File: src/rtl/syn_pcm_mem_ctrl.sv
// PCM sample RAM sequencer between Acortex (writer) and Fgyrus (reader).
// Fills one frame, hands the RAM to Fgyrus until done, counts dropped samples.
//
// Ports:
//   clk_ir, rst_il        clock, async active-low reset
//   cap_en                capture enable (checked at frame boundaries)
//   acx_valid/lpcm/rpcm   Acortex stereo sample strobe and data
//   fgy_rd_req/raddr      Fgyrus read request and address
//   fgy_done              Fgyrus releases the frame (1-cycle pulse)
//   fgy_lpcm/rpcm         read data, qualified by fgy_rd_valid
//   fgy_rd_valid/rd_addr  read data valid and its address
//   pcm_data_rdy          frame complete, Fgyrus owns the RAM
//   pcm_addr/wren/rden    RAM address and strobes
//   lpcm/rpcm_wdata       RAM write data
//   lpcm/rpcm_rdata       RAM read data (RD_DELAY clocks after pcm_rden)
//   ovf_cnt               saturating count of samples dropped in READY
module syn_pcm_mem_ctrl #(
    parameter int DATA_W   = 32,
    parameter int ADDR_W   = 7,
    parameter int RD_DELAY = 2
) (
    input  logic              clk_ir,
    input  logic              rst_il,
    input  logic              cap_en,
    input  logic              acx_valid,
    input  logic [DATA_W-1:0] acx_lpcm,
    input  logic [DATA_W-1:0] acx_rpcm,
    input  logic              fgy_rd_req,
    input  logic [ADDR_W-1:0] fgy_raddr,
    input  logic              fgy_done,
    output logic [DATA_W-1:0] fgy_lpcm,
    output logic [DATA_W-1:0] fgy_rpcm,
    output logic              fgy_rd_valid,
    output logic [ADDR_W-1:0] fgy_rd_addr,
    output logic              pcm_data_rdy,
    output logic [ADDR_W-1:0] pcm_addr,
    output logic [DATA_W-1:0] lpcm_wdata,
    output logic [DATA_W-1:0] rpcm_wdata,
    output logic              pcm_wren,
    output logic              pcm_rden,
    input  logic [DATA_W-1:0] lpcm_rdata,
    input  logic [DATA_W-1:0] rpcm_rdata,
    output logic [15:0]       ovf_cnt
);

    typedef enum logic [1:0] {
        ST_IDLE,
        ST_CAPTURE,
        ST_READY
    } state_t;

    localparam logic [ADDR_W-1:0] LAST = '1;

    state_t              state;
    logic [ADDR_W-1:0]   wptr;
    logic [RD_DELAY-1:0] vld_pipe;
    logic [ADDR_W-1:0]   addr_pipe [RD_DELAY];

    always_ff @(posedge clk_ir or negedge rst_il) begin
        if (!rst_il) begin
            state        <= ST_IDLE;
            wptr         <= '0;
            pcm_wren     <= 1'b0;
            pcm_rden     <= 1'b0;
            pcm_addr     <= '0;
            lpcm_wdata   <= '0;
            rpcm_wdata   <= '0;
            pcm_data_rdy <= 1'b0;
            ovf_cnt      <= '0;
            vld_pipe     <= '0;
            for (int i = 0; i < RD_DELAY; i++) begin
                addr_pipe[i] <= '0;
            end
        end else begin
            pcm_wren     <= 1'b0;
            pcm_rden     <= 1'b0;
            pcm_data_rdy <= 1'b0;
            unique case (state)
                ST_IDLE: begin
                    if (cap_en) begin
                        state <= ST_CAPTURE;
                    end
                end
                ST_CAPTURE: begin
                    if (acx_valid) begin
                        pcm_wren   <= 1'b1;
                        pcm_addr   <= wptr;
                        lpcm_wdata <= acx_lpcm;
                        rpcm_wdata <= acx_rpcm;
                        wptr       <= wptr + ADDR_W'(1);
                        if (wptr == LAST) begin
                            state <= ST_READY;
                        end
                    end
                end
                ST_READY: begin
                    // Ready flag trails READY entry by one clock so it
                    // appears after the final write has been presented.
                    pcm_data_rdy <= !fgy_done;
                    if (fgy_rd_req) begin
                        pcm_rden <= 1'b1;
                        pcm_addr <= fgy_raddr;
                    end
                    if (acx_valid && ovf_cnt != 16'hFFFF) begin
                        ovf_cnt <= ovf_cnt + 16'd1;
                    end
                    if (fgy_done) begin
                        state <= cap_en ? ST_CAPTURE : ST_IDLE;
                    end
                end
                default: state <= ST_IDLE;
            endcase

            // Read tracking runs in every state so reads issued
            // before fgy_done still drain.
            vld_pipe[0]  <= pcm_rden;
            addr_pipe[0] <= pcm_addr;
            for (int i = 1; i < RD_DELAY; i++) begin
                vld_pipe[i]  <= vld_pipe[i-1];
                addr_pipe[i] <= addr_pipe[i-1];
            end
        end
    end

    assign fgy_rd_valid = vld_pipe[RD_DELAY-1];
    assign fgy_rd_addr  = addr_pipe[RD_DELAY-1];
    assign fgy_lpcm     = fgy_rd_valid ? lpcm_rdata : '0;
    assign fgy_rpcm     = fgy_rd_valid ? rpcm_rdata : '0;

endmodule
File: config.mk
export PLATFORM = sky130hd
export DESIGN_NAME = syn_pcm_mem_ctrl
export DESIGN_NICKNAME = d
export VERILOG_FILES = /design/src/rtl/syn_pcm_mem_ctrl.sv
export SDC_FILE = /design/constraint.sdc
export NUM_CORES = 1
export LEC_CHECK = 0
export CORE_AREA = 2 2 117 119
export CTS_CLUSTER_DIAMETER = 80
export CTS_CLUSTER_SIZE = 10
export DETAILED_ROUTE_END_ITERATION = 6
export DIE_AREA = 0 0 119 121
export DONT_BUFFER_PORTS = 1
export SYNTH_ARGS = -nofsm -noshare
export SYNTH_HDL_FRONTEND = slang
export SYNTH_SLANG_ARGS = --single-unit
File: constraint.sdc
create_clock -name clk_ir -period 2.8 [get_ports clk_ir]
set_input_delay 0.56 -clock clk_ir [delete_from_list [all_inputs] [get_ports clk_ir]]
set_output_delay 0.56 -clock clk_ir [all_outputs]
set_load 0.01 [all_outputs]
* After elaboration in Yosys (flattened, before gate mapping)
Cells that the tools add are included.
** Word-level totals
- Register bits after elaboration :: 115
- Bits in latches :: 0
- Memory bits (writable) :: 0
- Memory bits (read-only) :: 0
- Output and inout port bits :: 162
- Logic and storage cells :: 47
- Memories kept :: 0
** Cells by class
- Add/subtract/negate cells :: 2
- Multipliers :: 0
- Div/mod/pow operators :: 0
- $lt $le $gt $ge :: 0
- Equal/unequal tests :: 9
- Shifts and indexed selects :: 0
- Multiplexer cells :: 16
- Bitwise gates (word level) :: 0
- Reduce and logical (&&, ||, !) cells :: 8
** Operator list (count)
- 2-to-1 mux 32 bit :: 2
- adder 16 x 1 -> 16 bit, second input constant :: 1
- != test 16 bit, second input constant :: 1
- 2-to-1 mux 7 bit :: 2
- one-hot mux 7 bit (2 select lines) :: 1
- != test 2 bit, second input constant :: 5
- 2-to-1 mux 2 bit :: 4
- adder 7 x 1 -> 7 bit, second input constant :: 1
- == test 7 bit, second input constant :: 1
- 2-to-1 mux 1 bit :: 6
- one-hot mux 2 bit (3 select lines) :: 1
- AND reduction 2 bit :: 2
- AND reduction 4 bit :: 1
- AND reduction 3 bit :: 1
- == test 2 x 1 -> 1 bit, second input constant :: 1
- == test 2 bit, second input constant :: 1
- zero test 2 bit :: 1
- nonzero test 2 bit :: 1
- logical AND 1 bit :: 1
- zero test 1 bit :: 1

* Logic depth before layout (Yosys ltp)
Gate-level depths: netlist of run 1.
- Word-level depth :: 4
- Mapped depth :: 6
- Depth with buffers taken out :: 5

* Worst setup path before layout of run 1
Ideal clock, no wire load.
- Path type :: register -> register
- From :: reg ovf_cnt[0]
- To :: reg ovf_cnt[1]
- Setup time :: 125 ps
- Arrival :: 1528 ps
- Data required time :: 2675 ps
- Path slack :: 1147 ps
- Stages on the path, launching flop included :: 6
- Path buffers :: 0
- Clock period less this slack :: 1653 ps
- Cell sequence :: dfrtp_1 > ha_1 > nand3_1 > nor4_4 > nor2_2 > mux2_4
** Between the ends
- Word-level cells in the longest chain between the ends :: 3
- Elaborated cells on any way between the ends :: 4
- Those cells by class :: add/sub: 1; eq/ne: 1; reduce/logical: 2
** Ends and longest elaborated chain
- from (decl) :: RTL line 43 : output logic [15:0] ovf_cnt
- from (signal assigned) :: RTL line 105 : ovf_cnt <= ovf_cnt + 16'd1;
- branches (longest 3 deep; another with adder 16 x 1 -> 16 bit)
Parallel ways; which one is timed is not known.
A chain may end at the register's enable or synchronous reset.

* Worst setup path in the final report of run 1
- From :: reg vld_pipe[1]
- To :: out fgy_lpcm[13]
** Between the ends
- Word-level cells in the longest chain between the ends :: 1
** Ends and longest elaborated chain
- from (decl) :: RTL line 56 : logic [RD_DELAY-1:0] vld_pipe;
- from (signal, indexed assignment) :: RTL line 119 : vld_pipe[i] <= vld_pipe[i-1];
- 2-to-1 mux 32 bit :: RTL line 127 : assign fgy_lpcm = fgy_rd_valid ? lpcm_rdata : '0;
- to (decl) :: RTL line 31 : output logic [DATA_W-1:0] fgy_lpcm,
No other way between the ends.

==> flow_summary_export.csv, run 1 <==
group,metric,value,unit
detailed_routing,routed.top_layer,"met4",
placement,io_buffers,0,
worst_setup_path,path_class,"register to output port",
clock_tree,cts_tree,"done",
pwr,combPwrFrac,0.051,
final_layout,final.fill_count,1249,
job,drv_cap,0,
clock_tree,cts_setup_buffers,0,
worst_setup_path,crit_arrival,1.36,ns
synth,ys_seq_elements,115,
worst_setup_path,cp-start-kind,"register",
timing,max_freq,0.5209,GHz
timing,fin_crit,1.920,ns
clock_tree,insertion_delay,0.41,ns
timing,timing.hold.ws,-0.1591,ns
synth,synth.distinct_cells,33,
synth,synth.yosys.seq_area_share,0.5939,
detailed_routing,drt_iter0_drc,163,
clock_tree,cts_buffers,17,
synth,synth_edf_count,0,
worst_setup_path,rr_worst_depth,5,
clock_tree,post_cts_resized,0,
final_layout,fin_nets,643,
worst_setup_path,startpoint,"vld_pipe[1]",
synth,yosys_most_used_dff,"dfrtp_1",
detailed_routing,drt_first_pass_iters,4,
floorplan,dieArea,14400,um^2
clock_tree,clkSinkCount,115,
detailed_routing,vias_per_cell,4.996,
placement,gp_congestion,0.8820,
worst_setup_path,reg2reg_to,"pcm_addr[5]",
worst_setup_path,r2r_slack,0.94,ns
global_route,grt_pass1_wl,19.84,mm
timing,rsz0062_at_grt,"false",
floorplan,fp.dieW,119,um
global_route,grt_start_max_net_pins,116,
floorplan,start_util,0.3703,
detailed_routing,wl_per_cell,19.14,um
floorplan,die_h,121,um
worst_setup_path,worstReg2RegStart,"state[1]",
worst_hold_path,hp-class,"input port to asynchronous set/reset pin",
pwr,max-vdd-ir-drop,0.3505,mV
timing,fin_crit_sh,0.6856,
floorplan,rows,42,
clock_tree,cts_root_buffer,"clkbuf_16",
global_route,track_usage,0.1818,
pwr,p_leak,2.829,nW
detailed_routing,drt-met1-wl,4.697,mm
placement,hpwl,9.896,mm
synth,yosys_warnings,0,
synth,synth-async-reset-ratio,1.000,
synth,syn-mean-instance-area,9.577,um^2
run_status,violations,"negative hold slack",
pwr,clockPowerShare,0.473,
global_route,grt_pass1_vias,3526,
synth,netlist_area,4846,um^2
synth,syn_nets,649,
detailed_routing,remaining_drc_errors,0,
synth,syn_inst,506,
pwr,power.net_switching,0.001187,W
final_layout,layout-drive-gt1-share,0.08382,
run_status,status,"finished with violations",
pwr,pwr-share-seq,0.476,
final_layout,syn2layout_area_growth,14.59,%
global_route,antenna_found_initial,6,
timing,fin_setup_tns,0,ns
worst_setup_path,endpoint,"fgy_lpcm[13]",
timing,hold_viol,115,
worst_setup_path,cp_max_fo,65,
detailed_routing,wl_met3,1.066,mm
timing,maxSlewViolCount,0,
pwr,switching_share,0.2643,
clock_tree,cts_max_path_buffers,2,
detailed_routing,drt_wl_total,13.26,mm
detailed_routing,met2_length,7.266,mm
clock_tree,htreeDepth,4,
timing,tightest_slew,0.7501,ns
worst_setup_path,endpoint_kind,"output port",
detailed_routing,vias,3462,
global_route,grt-ovfl-total,0,
timing,finalSetupViolCount,0,
worst_setup_path,required,2.24,ns
detailed_routing,antenna_left,0,
pwr,power_density,808.7,nW/um^2
timing,slew_headroom,0.4999,
floorplan,ios,303,
clock_tree,path_clk_slew,0.06,ns
floorplan,coreArea,13090,um^2
pwr,p_int,0.003304,W
timing,skew,0.02286,ns
==> flip-flops by register name, indices dropped and copies added, names as in the netlist <==
signal        cells
fgy_rd_addr       7
wptr              7
lpcm_wdata       32
pcm_rden          1
pcm_data_rdy      1
addr_pipe         7
pcm_wren          1
vld_pipe          2
pcm_addr          7
state             2
ovf_cnt          16
rpcm_wdata       32
==> power groups by stage <==
stage	logic, W	registers [W]	clock network [W]
floorplan	0.000253	0.00208	0
global placement	0.000220	0.00217	0
detailed placement	0.000232	0.00217	0
CTS	0.000230	0.00214	0.00218
global route	0.000273	0.00217	0.00226
finish	0.000227	0.00214	0.00212
==> stage by stage <==
| step | worst slack [ns] | cells | instance area, um^2 | power [W] | util |
|---|---|---|---|---|---|
| after floorplan | 1.147 | 506 | 4846 | 0.002331 | - |
| after global placement | 0.8923 | 657 | 4960 | 0.002391 | 0.3790 |
| after detailed placement | 0.8361 | 657 | 4960 | 0.002401 | 0.3790 |
| after CTS | 0.8400 | 689 | 5543 | 0.004554 | 0.4236 |
| after global routing | 0.6986 | 693 | 5553 | 0.004699 | 0.4244 |
| final | 0.8803 | 693 | 5553 | 0.004490 | 0.4244 |
==> critical path, stage by stage, from the launching register on <==
cell and delay, ns:
dfrtp_1 0.32, buf_4 0.36, and2_1 0.29
==> placed cells by master (no fill, tap or decap), types with 2 or more instances in the layout <==
master	instances
o22ai_1	7
clkinv_4	3
clkbuf_16	17
a2111oi_2	2
inv_6	4
nor3_1	5
nand2b_1	3
nor3b_1	2
bufinv_16	2
nor4_1	2
nand3_1	7
a211oi_1	2
ha_1	2
dfrtp_1	115
diode_2	4
and4_1	2
clkinvlp_4	3
xnor2_1	5
buf_4	4
a21oi_1	2
nand2_1	203
clkinv_2	2
xor2_1	16
and2_1	65
and3_1	2
nand3b_1	3
nand4_1	6
nor2_1	17
==> how the worst min path moves through the flow <==
stage / end / slack [ns] / startpoint
6_report: lpcm_wdata[28] / -0.16 / rst_il
5_1_grt: rpcm_wdata[3] / -0.18 / rst_il
4_1_cts: lpcm_wdata[26] / -0.17 / rst_il
3_5_place_dp: lpcm_wdata[27] / 0.27 / rst_il
3_3_place_gp: lpcm_wdata[28] / 0.27 / rst_il
2_1_floorplan: addr_pipe[10] / 0.26 / rst_il
==> per-layer routing <==
metal	track usage	vias up
li1	-	1587
met1	0.1934	1636
met2	0.3258	225
met3	0.05592	14
met4	0.09152	0
met5	0	-
==> synth_stat cells (2+ instances only) <==
master     number  area [um^2]
nor2_1         17        63.81
and2_1         65        406.6
nand4_1         6        37.54
o22ai_1         7        43.79
nand2b_1        3        18.77
and3_1          2        12.51
xor2_1         16        140.1
nand3_1         7        35.03
xnor2_1         5        43.79
a21oi_1         2        10.01
nor3b_1         2        15.01
nand3b_1        3        22.52
clkbuf_1       14        52.55
buf_4           7        52.55
and4_1          2        17.52
nor4_1          2        12.51
a2111oi_2       2        30.03
buf_1           7        26.28
nor3_1          5        25.02
a211oi_1        2        15.01
dfrtp_1       115         2878
ha_1            2        25.02
nand2_1       203        762.0
==> cells by family (layout without fill, tap and decap cells) <==
kind of cell | count (synthesis) | in the layout | synth area share
other cells | 0 | 4 | 0
buf+inv | 31 | 38 | 0.02969
xor+xnor | 21 | 21 | 0.03795
compound gates | 14 | 14 | 0.02195
flops | 115 | 115 | 0.5939
simple gates | 322 | 322 | 0.3083
fa+ha+maj | 2 | 2 | 0.005163
mux | 1 | 1 | 0.003097
==> final cells by class <==
class	count	area [um^2]	area share
diodes	4	10.01	0.001803
clock buffers	18	429.2	0.07729
clock inverters	14	153.9	0.02772
inverters	2	7.507	0.001352
multi-input cells	360	1824	0.3285
flip-flops and latches	115	2878	0.5183
well taps	176	220.2	0.03966
repair buffers	4	30.03	0.005408
Note: power is estimated with default switching activity, not from simulation.
==> run 2, diff against run 1 <==
--- a/config.mk
+++ b/config.mk
@@ -5,6 +5,7 @@
 export SDC_FILE = /design/constraint.sdc
 export NUM_CORES = 1
 export LEC_CHECK = 0
+export ABC_AREA = 1
 export CORE_AREA = 2 2 117 119
 export CTS_CLUSTER_DIAMETER = 80
 export CTS_CLUSTER_SIZE = 10
==> constraint.sdc (replaced) <==
create_clock -name clk_ir -period 1.6 [get_ports clk_ir]
set_input_delay 0.32 -clock clk_ir [delete_from_list [all_inputs] [get_ports clk_ir]]
set_output_delay 0.32 -clock clk_ir [all_outputs]
set_load 0.01 [all_outputs]
==> flow_summary_export.csv, run 2 <==
group,metric,value,unit
floorplan,rows,42,
timing,maxSlewViolCount,0,
synth,synth_edf_count,0,
synth,synth_top_cell_by_area,"dfrtp_1",
synth,synth.yosys.seq_area_share,0.5576,
clock_tree,clkSinkCount,115,
final_layout,final_cells,895,
timing,hold_viol,115,
floorplan,fp.dieW,119,um
timing,tightest_slew,0.3578,ns
detailed_routing,routed.top_layer,"met4",
worst_setup_path,crit_slowest_cell,"dfrtp_2",
global_route,grt-ovfl-total,0,
synth,yosys_warnings,0,
synth,syn_inst,659,
detailed_routing,antenna_left,0,
worst_setup_path,crit_arrival,1.25,ns
worst_setup_path,slowest_delay,0.44,ns
placement,gp_congestion,0.9885,
floorplan,coreArea,13090,um^2
detailed_routing,remaining_drc_errors,0,
detailed_routing,drt-met1-wl,5.648,mm
final_layout,reg_top3,"lpcm_wdata x32, rpcm_wdata x32, ovf_cnt x16",
synth,synth.distinct_cells,24,
final_layout,multiInputGateArea,1829,um^2
synth,syn-mean-instance-area,7.832,um^2
synth,synth_top_area_share,0.5576,
worst_setup_path,cp_cell_sequence,"buf_4, nand2_2, inv_1",
detailed_routing,vias_per_cell,4.849,
global_route,grt_start_max_net_pins,116,
final_layout,fin_nets,847,
detailed_routing,vias,4340,
floorplan,ios,303,
timing,max_freq,0.6387,GHz
synth,syn_nets,802,
clock_tree,hold_buffers,24,
detailed_routing,drt_wl_total,16.37,mm
synth,ys_top_cells_by_count,"nand2_1 (338), dfrtp_1 (115), inv_1 (83)",
final_layout,final_common_cell,"nand2_1",
timing,fin_crit_sh,0.9785,
run_status,status,"finished with violations",
clock_tree,insertion_delay,0.42,ns
synth,netlist_area,5161,um^2
final_layout,mostFrequentLayoutCells,"nand2_1 (326), dfrtp_1 (114), inv_1 (44)",
detailed_routing,wl_met3,1.412,mm
run_status,violations,"negative hold slack",
pwr,max-vdd-ir-drop,0.8679,mV
timing,rsz0062_at_grt,"true",
detailed_routing,drt_iter0_drc,312,
pwr,power_density,1861,nW/um^2
clock_tree,htreeDepth,4,
clock_tree,cts_max_path_buffers,2,
final_layout,seq_area,2879,um^2
worst_setup_path,cp_max_fo,5,
worst_setup_path,endpoint_kind,"output port",
final_layout,syn2layout_area_growth,24.48,%
timing,fin_crit,1.566,ns
worst_setup_path,r2r_slack,0.12,ns
placement,hpwl,12.31,mm
worst_setup_path,path_class,"register to output port",
job,drv_cap,0,
placement,io_buffers,0,
pwr,power,0.01196,W
floorplan,die_h,121,um
floorplan,start_util,0.3944,
placement,dp.cells,830,
timing,slew_headroom,0.7609,
synth,synthTopCellsByArea,"dfrtp_1 (56%), nand2_1 (25%), inv_1 (6.0%)",
global_route,antenna_found_initial,2,
global_route,track_usage,0.2270,
detailed_routing,wl_per_cell,18.29,um
clock_tree,cts_tree,"done",
clock_tree,cts_buffers,17,
synth,synth.most_common_cell,"nand2_1",
clock_tree,path_clk_slew,0.06,ns
floorplan,dieArea,14400,um^2
worst_setup_path,worstReg2RegStart,"ovf_cnt[0]",
timing,finalSetupViolCount,0,
worst_hold_path,hp-class,"input port to asynchronous set/reset pin",
synth,ys_seq_elements,115,
worst_setup_path,reg2reg_to,"ovf_cnt[10]",
clock_tree,cts_root_buffer,"clkbuf_16",
worst_setup_path,rr_worst_depth,9,
pwr,p_leak,3.586,nW
detailed_routing,met2_length,8.382,mm
worst_setup_path,cp-start-kind,"register",
global_route,grt_pass1_vias,4284,
final_layout,final.fill_count,1248,
timing,timing.hold.ws,-0.4035,ns
synth,yosys_most_used_dff,"dfrtp_1",
detailed_routing,drt_first_pass_iters,5,
synth,synth-async-reset-ratio,1.000,
global_route,grt_pass1_wl,24.04,mm
final_layout,layout-drive-gt1-share,0.1869,
worst_setup_path,required,1.28,ns
timing,skew,0.006056,ns
[run 2: logic make-up (layout without fill, tap and decap cells)]
group	Yosys count	in the layout	synth area share
adders and majority gates	2	2	0.004848
xor gates and xnor gates	9	9	0.01527
other	0	2	0
DFF	115	115	0.5576
AOI/OAI and AO/OA	12	12	0.01406
buffers and inverters	117	174	0.09745
and+or+nand+nor	404	405	0.3108
[run 2: what timing repair did]
action / CTS / global route
endpoints found under the setup margin: 71 / 47
endpoints found under the hold margin: 139 / 115
gates resized for setup: 11 / 44
pin swaps: 1 / 0
gates cloned: 1 / 0
setup buffers: 6 / 0
[run 2: final cells by class]
| type | count | area share |
|---|---|---|
| antenna | 2 | 0.0007790 |
| clock buffer | 18 | 0.06680 |
| clock inverter | 14 | 0.03135 |
| inverter | 84 | 0.04907 |
| multi-input combinational | 428 | 0.2847 |
| sequential | 115 | 0.4481 |
| tap | 176 | 0.03427 |
| timing repair buffer | 58 | 0.08491 |
[run 2: routing by layer]
layer	global-route usage	up-vias
met3	0.09117	45
met1	0.2265	2026
met5	0	-
met2	0.3883	235
met4	0.1555	0
li1	-	2034
[run 2: stage by stage]
| stage | worst slack (ns) | instance area (um^2) | utilization | hold WS [ns] | setup TNS (ns) |
|---|---|---|---|---|---|
| after global routing | -0.02274 | 6425 | 0.4910 | -0.4306 | -0.1795 |
| after global placement | -0.1226 | 5445 | 0.4161 | 0.02648 | -0.8297 |
| after floorplan | 0.1184 | 5161 | - | 0.02441 | 0 |
| after detailed placement | -0.2205 | 5445 | 0.4161 | 0.02643 | -1.837 |
| after CTS | 0.008039 | 6407 | 0.4897 | -0.4246 | 0 |
| final | 0.03435 | 6425 | 0.4910 | -0.4035 | 0 |
[run 2: where the power goes]
group          switching (W)  internal [W]  leakage (nW)
Clock                0.00140       0.00263         0.302
Combinational        0.00153      0.000905          1.84
Sequential           0.00140       0.00409          1.44
[run 2: worst max-delay path by stage]
| stage | endpoint | slack [ns] | start |
|---|---|---|---|
| floorplan | ovf_cnt[13] | 0.12 | ovf_cnt[0] |
| global placement | ovf_cnt[7] | -0.12 | ovf_cnt[0] |
| detailed placement | ovf_cnt[1] | -0.22 | ovf_cnt[0] |
| CTS | fgy_rpcm[15] | 0.008 | vld_pipe[1] |
| global route | fgy_lpcm[18] | -0.02 | vld_pipe[1] |
| finish | fgy_rpcm[30] | 0.03 | vld_pipe[1] |
[run 2: critical path, delay by kind of cell (launching register included)]
family	cells	cell delay (ns)
buffers and inverters	2	0.27
and+or+nand+nor	1	0.13
DFF	1	0.44
==> run 3, diff against run 2 <==
--- a/config.mk
+++ b/config.mk
@@ -6,11 +6,12 @@
 export NUM_CORES = 1
 export LEC_CHECK = 0
 export ABC_AREA = 1
-export CORE_AREA = 2 2 117 119
+export CORE_ASPECT_RATIO = 0.75
+export CORE_MARGIN = 8
+export CORE_UTILIZATION = 45
 export CTS_CLUSTER_DIAMETER = 80
 export CTS_CLUSTER_SIZE = 10
 export DETAILED_ROUTE_END_ITERATION = 6
-export DIE_AREA = 0 0 119 121
 export DONT_BUFFER_PORTS = 1
 export SYNTH_ARGS = -nofsm -noshare
 export SYNTH_HDL_FRONTEND = slang
==> flow_summary_export.csv, run 3 (synthesis results as in run 2) <==
group,metric,value,unit
run_status,status,"finished with violations",
run_status,violations,"negative hold slack",
final_layout,diodes,0,
global_route,grt-ovfl-total,0,
worst_hold_path,hp-class,"input port to asynchronous set/reset pin",
floorplan,die_h,108.7,um
detailed_routing,drt_iter0_drc,256,
timing,timing.hold.ws,-0.3945,ns
floorplan,dieArea,15190,um^2
final_layout,final.fill_count,1091,
floorplan,ios,303,
timing,hold_viol,115,
floorplan,fp.dieW,139.7,um
pwr,clockPowerShare,0.325,
timing,fin_crit,1.572,ns
detailed_routing,vias_per_cell,4.954,
timing,finalSetupViolCount,0,
placement,io_buffers,0,
timing,slew_headroom,0.8006,
global_route,antenna_found_initial,0,
worst_setup_path,cp_max_fo,31,
worst_setup_path,slowest_delay,0.43,ns
final_layout,fin_nets,813,
global_route,grt_pass1_wl,24.01,mm
placement,gp_congestion,1.031,
pwr,switching_share,0.3740,
clock_tree,insertion_delay,0.40,ns
floorplan,rows,34,
pwr,max-vdd-ir-drop,0.9800,mV
clock_tree,cts_tree,"done",
pwr,power,0.01161,W
detailed_routing,antenna_left,0,
timing,skew,0.007827,ns
worst_setup_path,cp_cell_sequence,"buf_12, nand2_1, inv_2",
global_route,track_usage,0.2080,
clock_tree,path_clk_slew,0.06,ns
pwr,pwr-share-seq,0.476,
final_layout,syn2layout_area_growth,17.04,%
clock_tree,cts_max_path_buffers,2,
worst_setup_path,crit_slowest_cell,"dfrtp_2",
clock_tree,cts_root_buffer,"clkbuf_16",
detailed_routing,drt_wl_total,16.39,mm
final_layout,multiInputGateArea,1798,um^2
worst_setup_path,crit_arrival,1.25,ns
worst_setup_path,cp-start-kind,"register",
pwr,power_density,1921,nW/um^2
clock_tree,clkSinkCount,115,
final_layout,seq_area,2879,um^2
detailed_routing,vias,4097,
detailed_routing,remaining_drc_errors,0,
global_route,grt_start_max_net_pins,116,
global_route,grt_pass1_vias,4104,
worst_setup_path,endpoint_kind,"output port",
timing,maxSlewViolCount,0,
clock_tree,hold_buffers,1,
final_layout,mostFrequentLayoutCells,"nand2_1 (333), dfrtp_1 (114), inv_1 (76)",
worst_setup_path,path_class,"register to output port",
floorplan,start_util,0.4527,
pwr,p_int,0.007265,W
pwr,combPwrFrac,0.199,
pwr,power.net_switching,0.004341,W
detailed_routing,drt_first_pass_iters,4,
placement,hpwl,12.88,mm
timing,fin_setup_tns,0,ns
job,drv_cap,0,
final_layout,layout-drive-gt1-share,0.1230,
timing,tightest_slew,0.2991,ns
pwr,p_leak,3.494,nW
timing,max_freq,0.6362,GHz
floorplan,coreArea,11400,um^2
final_layout,final_common_cell,"nand2_1",
timing,fin_crit_sh,0.9824,
clock_tree,htreeDepth,4,
clock_tree,cts_buffers,17,
timing,rsz0062_at_grt,"true",
final_layout,reg_top3,"lpcm_wdata x32, rpcm_wdata x32, ovf_cnt x16",
worst_setup_path,required,1.28,ns
detailed_routing,wl_per_cell,19.82,um
run 3: cell types whose count changed in the layout (fill, tap and decap cells not counted), moves of 2 or more:
cell,before,now
nand2_2,19,12
bufinv_16,4,2
buf_4,30,18
dlygate4sd3_1,24,1
inv_6,4,8
nor2_2,4,2
inv_1,44,76
diode_2,2,0
nand2_1,326,333
nor2_1,23,25
inv_2,40,7
run 3: power by group through the flow:
stage | registers, W | clock network, W | logic (W)
2_1_floorplan | 0.00513 | 0 | 0.00192
3_3_place_gp | 0.00559 | 0 | 0.00217
3_5_place_dp | 0.00560 | 0 | 0.00227
4_1_cts | 0.00557 | 0.00384 | 0.00230
5_1_grt | 0.00565 | 0.00398 | 0.00267
6_report | 0.00552 | 0.00377 | 0.00231
run 3: metal layers:
| metal | GRT usage | routed length, um |
|---|---|---|
| met3 | 0.07918 | 1484 |
| met4 | 0.09653 | 474 |
| met1 | 0.2176 | 5833 |
| met2 | 0.3720 | 8595 |
| met5 | 0 | 0 |
run 3: critical path, delay by kind of cell (launching register included):
family | cells | cell delay, ns
buffers and inverters | 2 | 0.30
DFF | 1 | 0.43
and+or+nand+nor | 1 | 0.11
run 3: stage by stage:
step	cells	instance area, um^2	hold WS [ns]	util	setup slack [ns]
after global placement	790	5358	0.02715	0.4699	0.1537
after global routing	827	6041	-0.4228	0.5299	-0.04524
final	827	6041	-0.3945	0.5299	0.02812
after detailed placement	790	5358	0.02670	0.4699	0.07879
after CTS	825	5984	-0.4132	0.5249	-0.01165
after floorplan	659	5161	0.02441	-	0.1184
run 3: final timing paths:
kind	from	end	slack, ns	cells past startpoint
max in group asynchronous	rst_il	vld_pipe[1]	1.84	0
min in group clk_ir	acx_lpcm[17]	lpcm_wdata[17]	0.02	2
worst min register to register	addr_pipe[12]	fgy_rd_addr[5]	0.35	0
worst min-delay path	rst_il	lpcm_wdata[10]	-0.39	0
worst max-delay path	vld_pipe[1]	fgy_lpcm[16]	0.03	3
worst max register to register	ovf_cnt[1]	ovf_cnt[10]	0.07	10
run 3: what timing repair did:
item / in CTS / in global routing
endpoints found under the setup margin: 34 / 39
buffers inserted: 2 / 1
gates resized for setup: 8 / 9
pin swaps: 0 / 3
gates cloned: 0 / 1
hold endpoints to repair: 116 / 115
run 3: cell type report:
| class | count | area share |
|---|---|---|
| Sequential cell | 115 | 0.4766 |
| Multi-Input combinational cell | 427 | 0.2976 |
| Clock buffer | 17 | 0.07042 |
| Inverter | 84 | 0.05261 |
| Timing Repair Buffer | 25 | 0.04474 |
| Tap cell | 144 | 0.02983 |
| Clock inverter | 15 | 0.02817 |
